File: src/rtl/vga_pkg.sv
// VGA 640x480@60 timing shared with the display generator, plus monitor types.
package vga_pkg;

  localparam int unsigned VGA_H_SYNC   = 96;
  localparam int unsigned VGA_H_BP     = 48;
  localparam int unsigned VGA_H_ACTIVE = 640;
  localparam int unsigned VGA_H_TOTAL  = 800;
  localparam int unsigned VGA_V_SYNC   = 2;
  localparam int unsigned VGA_V_BP     = 33;
  localparam int unsigned VGA_V_ACTIVE = 480;
  localparam int unsigned VGA_V_TOTAL  = 525;

  typedef enum logic [1:0] {
    SEARCH,
    ACQUIRE,
    LOCKED
  } mon_state_t;

  typedef struct packed {
    logic r;
    logic g;
    logic b;
  } rgb3;

endpackage

File: src/rtl/sync_2ff.sv
// Two-flop synchronizer bank; resets to the idle (high) level of the VGA syncs.
module sync_2ff #(
  parameter int unsigned WIDTH = 1
) (
  input  logic             clk,
  input  logic             rst_n,
  input  logic [WIDTH-1:0] d,
  output logic [WIDTH-1:0] q
);

  logic [WIDTH-1:0] meta;

  // Two register stages, both preset to all-ones.
  always_ff @(posedge clk or negedge rst_n) begin
    if (!rst_n) begin
      meta <= '1;
      q    <= '1;
    end else begin
      meta <= d;
      q    <= meta;
    end
  end

endmodule

File: src/rtl/vga_rx_monitor.sv
// Receive-side VGA checker: recovers position and frame lock from the syncs,
// flags bad line/frame lengths and captures one probed pixel per frame.
module vga_rx_monitor
  import vga_pkg::*;
#(
  parameter int unsigned H_SYNC   = VGA_H_SYNC,
  parameter int unsigned H_BP     = VGA_H_BP,
  parameter int unsigned H_ACTIVE = VGA_H_ACTIVE,
  parameter int unsigned H_TOTAL  = VGA_H_TOTAL,
  parameter int unsigned V_SYNC   = VGA_V_SYNC,
  parameter int unsigned V_BP     = VGA_V_BP,
  parameter int unsigned V_ACTIVE = VGA_V_ACTIVE,
  parameter int unsigned V_TOTAL  = VGA_V_TOTAL
) (
  input  logic        clk,
  input  logic        rst_n,
  input  logic        pix_en,
  input  logic        vga_hsync,
  input  logic        vga_vsync,
  input  logic        vga_red0,
  input  logic        vga_green0,
  input  logic        vga_blue0,
  input  logic [10:0] probe_x,
  input  logic [9:0]  probe_y,
  output logic [10:0] px_x,
  output logic [9:0]  px_y,
  output logic        px_valid,
  output logic        locked,
  output logic        err_hlen,
  output logic        err_vlen,
  output logic [7:0]  frame_cnt,
  output logic [2:0]  probe_rgb,
  output logic        probe_vld
);

  localparam logic [10:0] H_START = 11'(H_SYNC + H_BP);
  localparam logic [10:0] H_STOP  = 11'(H_SYNC + H_BP + H_ACTIVE);
  localparam logic [9:0]  V_START = 10'(V_SYNC + V_BP);
  localparam logic [9:0]  V_STOP  = 10'(V_SYNC + V_BP + V_ACTIVE);
  localparam logic [11:0] H_LEN   = 12'(H_TOTAL);
  localparam logic [10:0] V_LEN   = 11'(V_TOTAL);

  logic [4:0]  sync_q;
  logic        s_h, s_v;
  rgb3         s_rgb, rgb_q;
  logic        h_prev, v_prev;
  logic        h_fall, v_fall;
  logic [10:0] hcnt, hcnt_nx;
  logic [9:0]  vcnt, vcnt_nx;
  logic        h_seen;
  logic        hlen_bad, vlen_bad, frame_inc;
  logic        in_active;
  mon_state_t  state, state_nx;

  sync_2ff #(.WIDTH(5)) u_sync (
    .clk   (clk),
    .rst_n (rst_n),
    .d     ({vga_hsync, vga_vsync, vga_red0, vga_green0, vga_blue0}),
    .q     (sync_q)
  );

  assign s_h    = sync_q[4];
  assign s_v    = sync_q[3];
  assign s_rgb  = sync_q[2:0];
  assign h_fall = pix_en & h_prev & ~s_h;
  assign v_fall = pix_en & v_prev & ~s_v;

  // Counter next values and length checks against the pre-edge counts.
  always_comb begin
    hcnt_nx  = hcnt;
    vcnt_nx  = vcnt;
    hlen_bad = h_fall && (state != SEARCH) && h_seen && (({1'b0, hcnt} + 12'd1) != H_LEN);
    vlen_bad = v_fall && (state != SEARCH) && (({1'b0, vcnt} + 11'd1) != V_LEN);
    if (pix_en) begin
      if (h_fall)           hcnt_nx = '0;
      else if (hcnt != '1)  hcnt_nx = hcnt + 11'd1;
      if (v_fall)                     vcnt_nx = '0;
      else if (h_fall && vcnt != '1)  vcnt_nx = vcnt + 10'd1;
    end
    in_active = (state_nx == LOCKED) && (hcnt_nx >= H_START) && (hcnt_nx < H_STOP)
                && (vcnt_nx >= V_START) && (vcnt_nx < V_STOP);
  end

  // Lock FSM next state; an error always wins over a vsync edge in the same strobe.
  always_comb begin
    state_nx  = state;
    frame_inc = 1'b0;
    case (state)
      SEARCH: if (v_fall) state_nx = ACQUIRE;
      ACQUIRE, LOCKED: begin
        if (hlen_bad || vlen_bad) begin
          state_nx = SEARCH;
        end else if (v_fall) begin
          state_nx  = LOCKED;
          frame_inc = 1'b1;
        end
      end
      default: state_nx = SEARCH;
    endcase
  end

  // Edge history and position counters advance only on pixel strobes.
  always_ff @(posedge clk or negedge rst_n) begin
    if (!rst_n) begin
      h_prev <= 1'b1;
      v_prev <= 1'b1;
      hcnt   <= '0;
      vcnt   <= '0;
    end else if (pix_en) begin
      h_prev <= s_h;
      v_prev <= s_v;
      hcnt   <= hcnt_nx;
      vcnt   <= vcnt_nx;
    end
  end

  // FSM state, lock flag, error pulses and good-frame count.
  always_ff @(posedge clk or negedge rst_n) begin
    if (!rst_n) begin
      state     <= SEARCH;
      h_seen    <= 1'b0;
      locked    <= 1'b0;
      err_hlen  <= 1'b0;
      err_vlen  <= 1'b0;
      frame_cnt <= '0;
    end else begin
      state     <= state_nx;
      locked    <= (state_nx == LOCKED);
      err_hlen  <= hlen_bad;
      err_vlen  <= vlen_bad;
      frame_cnt <= frame_cnt + {7'd0, frame_inc};
      if (state_nx == SEARCH && state != SEARCH) h_seen <= 1'b0;
      else if (h_fall)                           h_seen <= 1'b1;
    end
  end

  // Registered active-area position, tagged with the colour of the same sample.
  always_ff @(posedge clk or negedge rst_n) begin
    if (!rst_n) begin
      px_x     <= '0;
      px_y     <= '0;
      px_valid <= 1'b0;
      rgb_q    <= '0;
    end else if (pix_en) begin
      px_x     <= hcnt_nx - H_START;
      px_y     <= vcnt_nx - V_START;
      px_valid <= in_active;
      rgb_q    <= s_rgb;
    end
  end

  // Probe capture uses the registered position so the colour matches that pixel.
  always_ff @(posedge clk or negedge rst_n) begin
    if (!rst_n) begin
      probe_rgb <= '0;
      probe_vld <= 1'b0;
    end else if (pix_en && px_valid && px_x == probe_x && px_y == probe_y) begin
      probe_rgb <= rgb_q;
      probe_vld <= 1'b1;
    end
  end

endmodule
File: config.mk
export PLATFORM = sky130hd
export DESIGN_NAME = vga_rx_monitor
export DESIGN_NICKNAME = d
export VERILOG_FILES = /design/src/rtl/vga_pkg.sv /design/src/rtl/sync_2ff.sv /design/src/rtl/vga_rx_monitor.sv
export SDC_FILE = /design/constraint.sdc
export NUM_CORES = 1
export LEC_CHECK = 0
export CORE_MARGIN = 3
export CORE_UTILIZATION = 33
export DETAILED_ROUTE_END_ITERATION = 16
export DONT_BUFFER_PORTS = 1
export PLACE_DENSITY = 0.54
export SYNTH_ARGS = -nofsm -noshare
export SYNTH_HDL_FRONTEND = slang
export SYNTH_SLANG_ARGS = --single-unit
File: constraint.sdc
create_clock -name clk -period 2.9 [get_ports clk]
set_clock_uncertainty 0.2 [all_clocks]
set_input_delay 0.87 -clock clk [delete_from_list [all_inputs] [get_ports clk]]
set_output_delay 0.87 -clock clk [all_outputs]
set_load 0.02 [all_outputs]
==> qor.yml, run 1 <==
run_status:
  status: "complete, but fails checks"
  failed_checks: "setup timing"
layout:
  diodes: 0
  drive_gt1_share_pct: 36.6
  nets: 531
  area_growth_syn_to_layout_pct: 32.8
  fillers: 1156
  post-route-util_pct: 45.1
cts:
  cts-root-buf: "clkbuf_16"
  clk_pin_slew_ns: 0.06
  h-tree-depth: 3
  numCtsBuffers: 9
  cts_tree: "built"
  cts_num_sinks: 72
  cts_buffer_depth: 2
  insertion_delay_ns: 0.34
detailed_routing:
  vias: 3472
  wl_um: 11600
  detail-route-antenna-nets: 0
  dr.pass1.iters: 5
  drt-initial-drc-count: 235
  via_per_inst: 5.22
  drc: 0
  avgRoutedWirePerCell_um: 17.5
power:
  peakVddDrop_mv: 0.316
  leakage_nw: 2.43
  power.density_nw_per_um2: 553
placement:
  dp_hpwl_um: 8580
  io_buffers: 0
  place_congestion: 0.889
global_route:
  grt_max_degree: 73
  grt_pass1_wl_um: 18400
  grt_pass1_vias: 3415
  antenna_found_initial: 0
  overflow: 0
  track_usage_pct: 16.9
setup_path:
  crit_path_start_kind: "flop"
  crit_arrival_ns: 3.00
  crit_required_ns: 2.93
  crit_type: "reg2reg"
  endpoint_kind: "flop"
  cp_max_fo: 4
timing:
  hold_viol_final: 0
  fmax_ghz: 0.337
  min_period_ns: 2.97
  slew_headroom_pct: 62.5
  slew_violations: 0
  finalCritPeriodShare_pct: 102
  tns_ns: -0.110
  setup_ws_ns: -0.0661
  rsz0062_at_grt: "true"
  worst_pin_slew_ns: 0.557
  setup_violations: 2
synth:
  yosys_most_used_dff: "dfrtp_1"
  ys_warn_count: 0
  syn_area_um2: 4100
  synth_seq_area_share_pct: 44.3
  yosysUniqueCellTypes: 70
  synth_enable_flop_cells: 0
  yosys_register_bits: 72
  syn-mean-instance-area_um2: 10.1
  synth_fp_nets: 446
  synth_cells: 407
  async_flop_share_pct: 100
job:
  drv_cap: 0
floorplanning:
  core_region_area_um2: 12100
  die_h_um: 117
  placementRows: 40
  initial_utilization_pct: 34.0
  io_pins: 66
  dieArea_um2: 13800
  die_w_um: 117
min_path:
  hold_class: "in2async"
==> registers in the layout, indices dropped and copies added (netlist names) <==
| signal | cells |
|---|---|
| probe_vld | 1 |
| err_hlen | 1 |
| probe_rgb | 3 |
| vcnt | 10 |
| v_prev | 1 |
| h_seen | 1 |
| rgb_q | 3 |
| hcnt | 11 |
| u_sync.q | 5 |
| state | 2 |
| px_x | 7 |
| u_sync.meta | 5 |
| px_valid | 1 |
| frame_cnt | 8 |
| locked | 1 |
| err_vlen | 1 |
| h_prev | 1 |
| px_y | 10 |
==> logic make-up after synthesis <==
family	after synthesis	share of synthesized area, %
flip-flops	72	44.3
adder cells (fa/ha/maj)	10	3.05
XOR/XNOR	41	8.76
AND/OR/NAND/NOR	137	19.1
buffers and inverters	42	4.55
AO/OA/AOI/OAI	90	16.1
multiplexers	15	4.09
==> repair_timing <==
action,in CTS,in global routing
endpoints found under the setup margin,6,9
hold buffers,0,0
resized for setup,17,8
pin swaps,11,4
setup buffers,3,1
==> per-stage QoR <==
| stage | hold WS, ns | cell area, um^2 | total power [mW] | std cells | setup WS [ns] |
|---|---|---|---|---|---|
| 4_1_cts | 0.00617 | 5410 | 3.04 | 664 | -0.0923 |
| 2_1_floorplan | 0.145 | 4210 | 1.64 | 407 | -0.0941 |
| 5_1_grt | 0.00487 | 5440 | 3.16 | 665 | -0.166 |
| 3_3_place_gp | 0.146 | 4990 | 1.84 | 645 | -0.159 |
| 3_5_place_dp | 0.147 | 4990 | 1.85 | 645 | -0.211 |
| 6_report | 0.0207 | 5440 | 3.01 | 665 | -0.0661 |
==> critical path, stage by stage, from the launching register on <==
cell	delay (ns)
dfrtp_1	0.38
ha_2	0.19
buf_6	0.12
nand3_4	0.08
o31a_1	0.19
o21ai_2	0.09
nand2_1	0.10
o21ai_2	0.06
ha_2	0.19
or4_4	0.54
o41a_1	0.37
o41ai_4	0.35
==> final timing paths <==
path,from,end,slack [ns],depth (start not counted)
min,rst_n,vcnt[9]$_DFFE_PN0P_,0.02,0
max reg2reg,vcnt[0]$_DFFE_PN0P_,px_valid$_DFFE_PN0P_,-0.07,11
max in group asynchronous,rst_n,u_sync.q[1]$_DFF_PN1_,2.27,0
max,vcnt[0]$_DFFE_PN0P_,px_valid$_DFFE_PN0P_,-0.07,11
min in group clk,u_sync.meta[3]$_DFF_PN1_,u_sync.q[3]$_DFF_PN1_,0.15,0
min reg2reg,u_sync.meta[3]$_DFF_PN1_,u_sync.q[3]$_DFF_PN1_,0.15,0
==> synthesized netlist by cell type, drive strengths merged (2+ instances only) <==
cell,count,area [um^2]
a211o,3,28.8
a211oi,5,37.5
a21o,4,30.0
a21oi,15,75.1
a311oi,3,26.3
a31oi,5,31.3
a32o,3,30.0
and3,9,56.3
and3b,2,17.5
and4,5,45.0
buf,15,82.6
clkbuf,11,43.8
dfrtp,60,1500
dfstp,12,315
ha,10,125
inv,16,60.1
mux2,14,158
nand2,23,86.3
nand2b,4,25.0
nand3,19,95.1
nand3b,5,37.5
nand4,7,58.8
nand4b,3,26.3
nor2,19,71.3
nor2b,4,25.0
nor3,9,45.0
nor3b,4,30.0
nor4,8,50.1
o211a,4,40.0
o211ai,5,37.5
o21ai,17,88.8
o31a,3,27.5
o31ai,6,45.0
o41ai,2,25.0
or2,4,25.0
or3,5,32.5
or4,4,33.8
xnor2,20,175
xor2,21,184
==> placed cells by master (no fill, tap or decap), drive strengths merged, types with 12 or more instances in the layout <==
cell	synthesis	routed
inv	16	16
xor2	21	21
buf	15	100
nand3	19	19
o21ai	17	17
dfrtp	60	60
xnor2	20	20
clkbuf	11	12
a21oi	15	15
mux2	14	14
nor2	19	19
dfstp	12	12
nand2	23	23
==> metal layers <==
| layer | share of wire, % | GRT usage, % | vias to the layer above |
|---|---|---|---|
| met4 | 2.4 | 7.33 | 0 |
| met1 | 48 | 23.5 | 1706 |
| met3 | 4.8 | 3.60 | 13 |
| met5 | 0 | 0 | - |
| li1 | - | - | 1662 |
| met2 | 44 | 25.6 | 91 |
==> area by class of cell <==
type | count | area (um^2) | area share, %
Tap cell | 168 | 210 | 3.86
Clock inverter | 4 | 52.6 | 0.965
Inverter | 16 | 60.1 | 1.10
Timing Repair Buffer | 100 | 774 | 14.2
Multi-Input combinational cell | 293 | 2270 | 41.7
Clock buffer | 12 | 256 | 4.71
Sequential cell | 72 | 1820 | 33.4
==> where the power goes <==
part	switching [mW]	total, mW	internal (mW)
Combinational	0.312	0.594	0.283
Clock	0.441	1.16	0.715
Sequential	0.150	1.26	1.11
Power figures use the tool's default switching activity.
==> run 2, diff against run 1 <==
CELL_PAD_IN_SITES_DETAIL_PLACEMENT = 0   (was unset)
CELL_PAD_IN_SITES_GLOBAL_PLACEMENT = 1   (was unset)
PLACE_DENSITY = 0.65   (was 0.54)
==> qor.yml, run 2 (same netlist as run 1, synthesis figures left out) <==
cts:
  h-tree-depth: 3  # unchanged
  insertion_delay_ns: 0.34  # about the same
  cts_buffer_depth: 2  # unchanged
  cts_num_sinks: 72  # unchanged
  cts_hold_buf: 0  # unchanged
  cts-root-buf: "clkbuf_16"
  cts_tree: "built"
  clk_pin_slew_ns: 0.06  # about the same
  numCtsBuffers: 9  # unchanged
setup_path:
  endpoint_kind: "flop"
  crit_required_ns: 2.94  # about the same
  path_cells: "ha_2, buf_6, nand3_4, buf_6, o31a_4, nand3_4, o21ai_2, ha_2, or4_4, o41a_1, o41ai_2"
  crit_type: "reg2reg"
  critical-path-max-stage-delay_ns: 0.51  # -0.03 ns
  cp_max_fo: 4  # unchanged
  critPathTopFamily: "compound AO/OA/AOI/OAI gates"
  crit_arrival_ns: 2.96  # -0.04 ns
  crit_buf_inv: 2  # +1
  critPathSlowestCell: "or4_4"
  crit_path_start_kind: "flop"
detailed_routing:
  wl_um: 11700  # +0.35%
  drc: 0  # unchanged
  dr.pass1.iters: 4  # -1
  avgRoutedWirePerCell_um: 17.4  # -0.40%
  vias: 3530  # +1.7%
  drt-initial-drc-count: 218  # -7.2%
  detail-route-antenna-nets: 0  # unchanged
  via_per_inst: 5.27  # +0.91%
job:
  drv_cap: 0  # unchanged
timing:
  fmax_ghz: 0.341  # +1.3%
  rsz0062_at_grt: "true"
  setup_violations: 1  # -1
  worst_pin_slew_ns: 0.483  # -0.0739 ns
  min_period_ns: 2.93  # -0.0375 ns
  tns_ns: -0.0286  # +0.0810 ns
  hold_slack_ns: 0.0206  # -0.0000114 ns
  setup_ws_ns: -0.0286  # +0.0375 ns
  finalCritPeriodShare_pct: 101  # -1.3 points
  slew_violations: 0  # unchanged
  slew_headroom_pct: 67.5  # +5.0 points
  hold_viol_final: 0  # unchanged
floorplanning:
  io_pins: 66  # unchanged
  die_w_um: 117  # unchanged
  placementRows: 40  # unchanged
  core_region_area_um2: 12100  # unchanged
  dieArea_um2: 13800  # unchanged
  die_h_um: 117  # unchanged
  initial_utilization_pct: 34.0  # unchanged
placement:
  io_buffers: 0  # unchanged
  dp_cells: 645  # unchanged
  dp_hpwl_um: 8480  # -1.2%
  place_congestion: 0.897  # +0.85%
run_status:
  status: "complete, but fails checks"
  failed_checks: "setup timing"
layout:
  drive_gt1_share_pct: 38.6  # +2.0 points
  layout_commonest_cell: "buf_4"
  final_cells: 670  # +0.75%
  reg_top3: "hcnt x11, px_y x10, vcnt x10"
  multi_input_area_um2: 2300  # +1.3%
  regMostFlops: "hcnt"
  largest_reg_flops: 11  # unchanged
  seq_area_um2: 1820  # about the same
  mostFrequentLayoutCells: "buf_4, dfrtp_1, nand2_1"
  post-route-util_pct: 45.5  # +0.36 points
  fillers: 1139  # -1.5%
  diodes: 0  # unchanged
  nets: 536  # +0.94%
  area_growth_syn_to_layout_pct: 33.8
power:
  peakVddDrop_mv: 0.449  # +42%
  power.density_nw_per_um2: 547  # -1.0%
  finalPower_mw: 3.00  # -0.25%
  leakage_nw: 2.45  # +0.98%
global_route:
  grt_pass1_vias: 3547  # +3.9%
  grt_max_degree: 73  # unchanged
  antenna_found_initial: 0  # unchanged
  track_usage_pct: 17.3  # +0.38 points
  overflow: 0  # unchanged
  grt_pass1_wl_um: 19000  # +3.5%
min_path:
  hold_class: "in2async"
[run 2: changes by cell type in the layout (fill, tap and decap cells not counted), sizes merged]
cell,change
clkinvlp,+1
inv,+1
buf,+5
clkbuf,-2
[run 2: worst reg2reg max path, delay by kind of cell (launching register included)]
family,cells,cell delay [ns]
AOI/OAI and AO/OA,4,0.99
adders and majority gates,2,0.38
buffers and inverters,2,0.24
DFF,1,0.36
and+or+nand+nor,3,0.66
[run 2: cell type report]
cell class	count	share of cell area [%]
tap	168	3.83
timing repair buffer	105	14.6
clock inverter	6	1.25
clock buffer	10	4.17
multi-input combinational	293	41.9
inverter	16	1.09
sequential	72	33.2
[run 2: final timing paths]
path / from / endpoint / depth (start not counted) / slack, ns
max reg2reg: vcnt[0]$_DFFE_PN0P_ / px_valid$_DFFE_PN0P_ / 11 / -0.03
max: vcnt[0]$_DFFE_PN0P_ / px_valid$_DFFE_PN0P_ / 11 / -0.03
min: rst_n / err_vlen$_DFF_PN0_ / 0 / 0.02
min reg2reg: u_sync.meta[3]$_DFF_PN1_ / u_sync.q[3]$_DFF_PN1_ / 0 / 0.15
max in group asynchronous: rst_n / u_sync.q[4]$_DFF_PN1_ / 0 / 2.26
min in group clk: u_sync.meta[3]$_DFF_PN1_ / u_sync.q[3]$_DFF_PN1_ / 0 / 0.15
[run 2: timing repair]
item / 4_1_cts / 5_1_grt
resized for setup: 13 / 21
gates cloned: 0 / 0
setup endpoints to repair: 7 / 10
pin swaps: 10 / 8
setup buffers: 3 / 6
[run 2: per-stage QoR]
stage          setup slack, ns  cell area [um^2]
2_1_floorplan          -0.0941              4210
3_3_place_gp            -0.153              4980
3_5_place_dp            -0.181              4980
4_1_cts                 -0.117              5360
5_1_grt                 -0.119              5490
6_report               -0.0286              5490
[run 2: where the power goes]
group	total [mW]	switching [mW]	internal [mW]
clock network	1.12	0.453	0.670
registers	1.27	0.157	1.11
logic	0.610	0.310	0.301
total	3.00	0.920	2.08
[run 2: routing by layer]
layer | vias up | track usage [%] | wire, um
met3 | 11 | 5.62 | 683
li1 | 1683 | - | -
met5 | - | 0 | 0
met2 | 96 | 27.1 | 5500
met4 | 0 | 4.76 | 125
met1 | 1740 | 23.2 | 5350
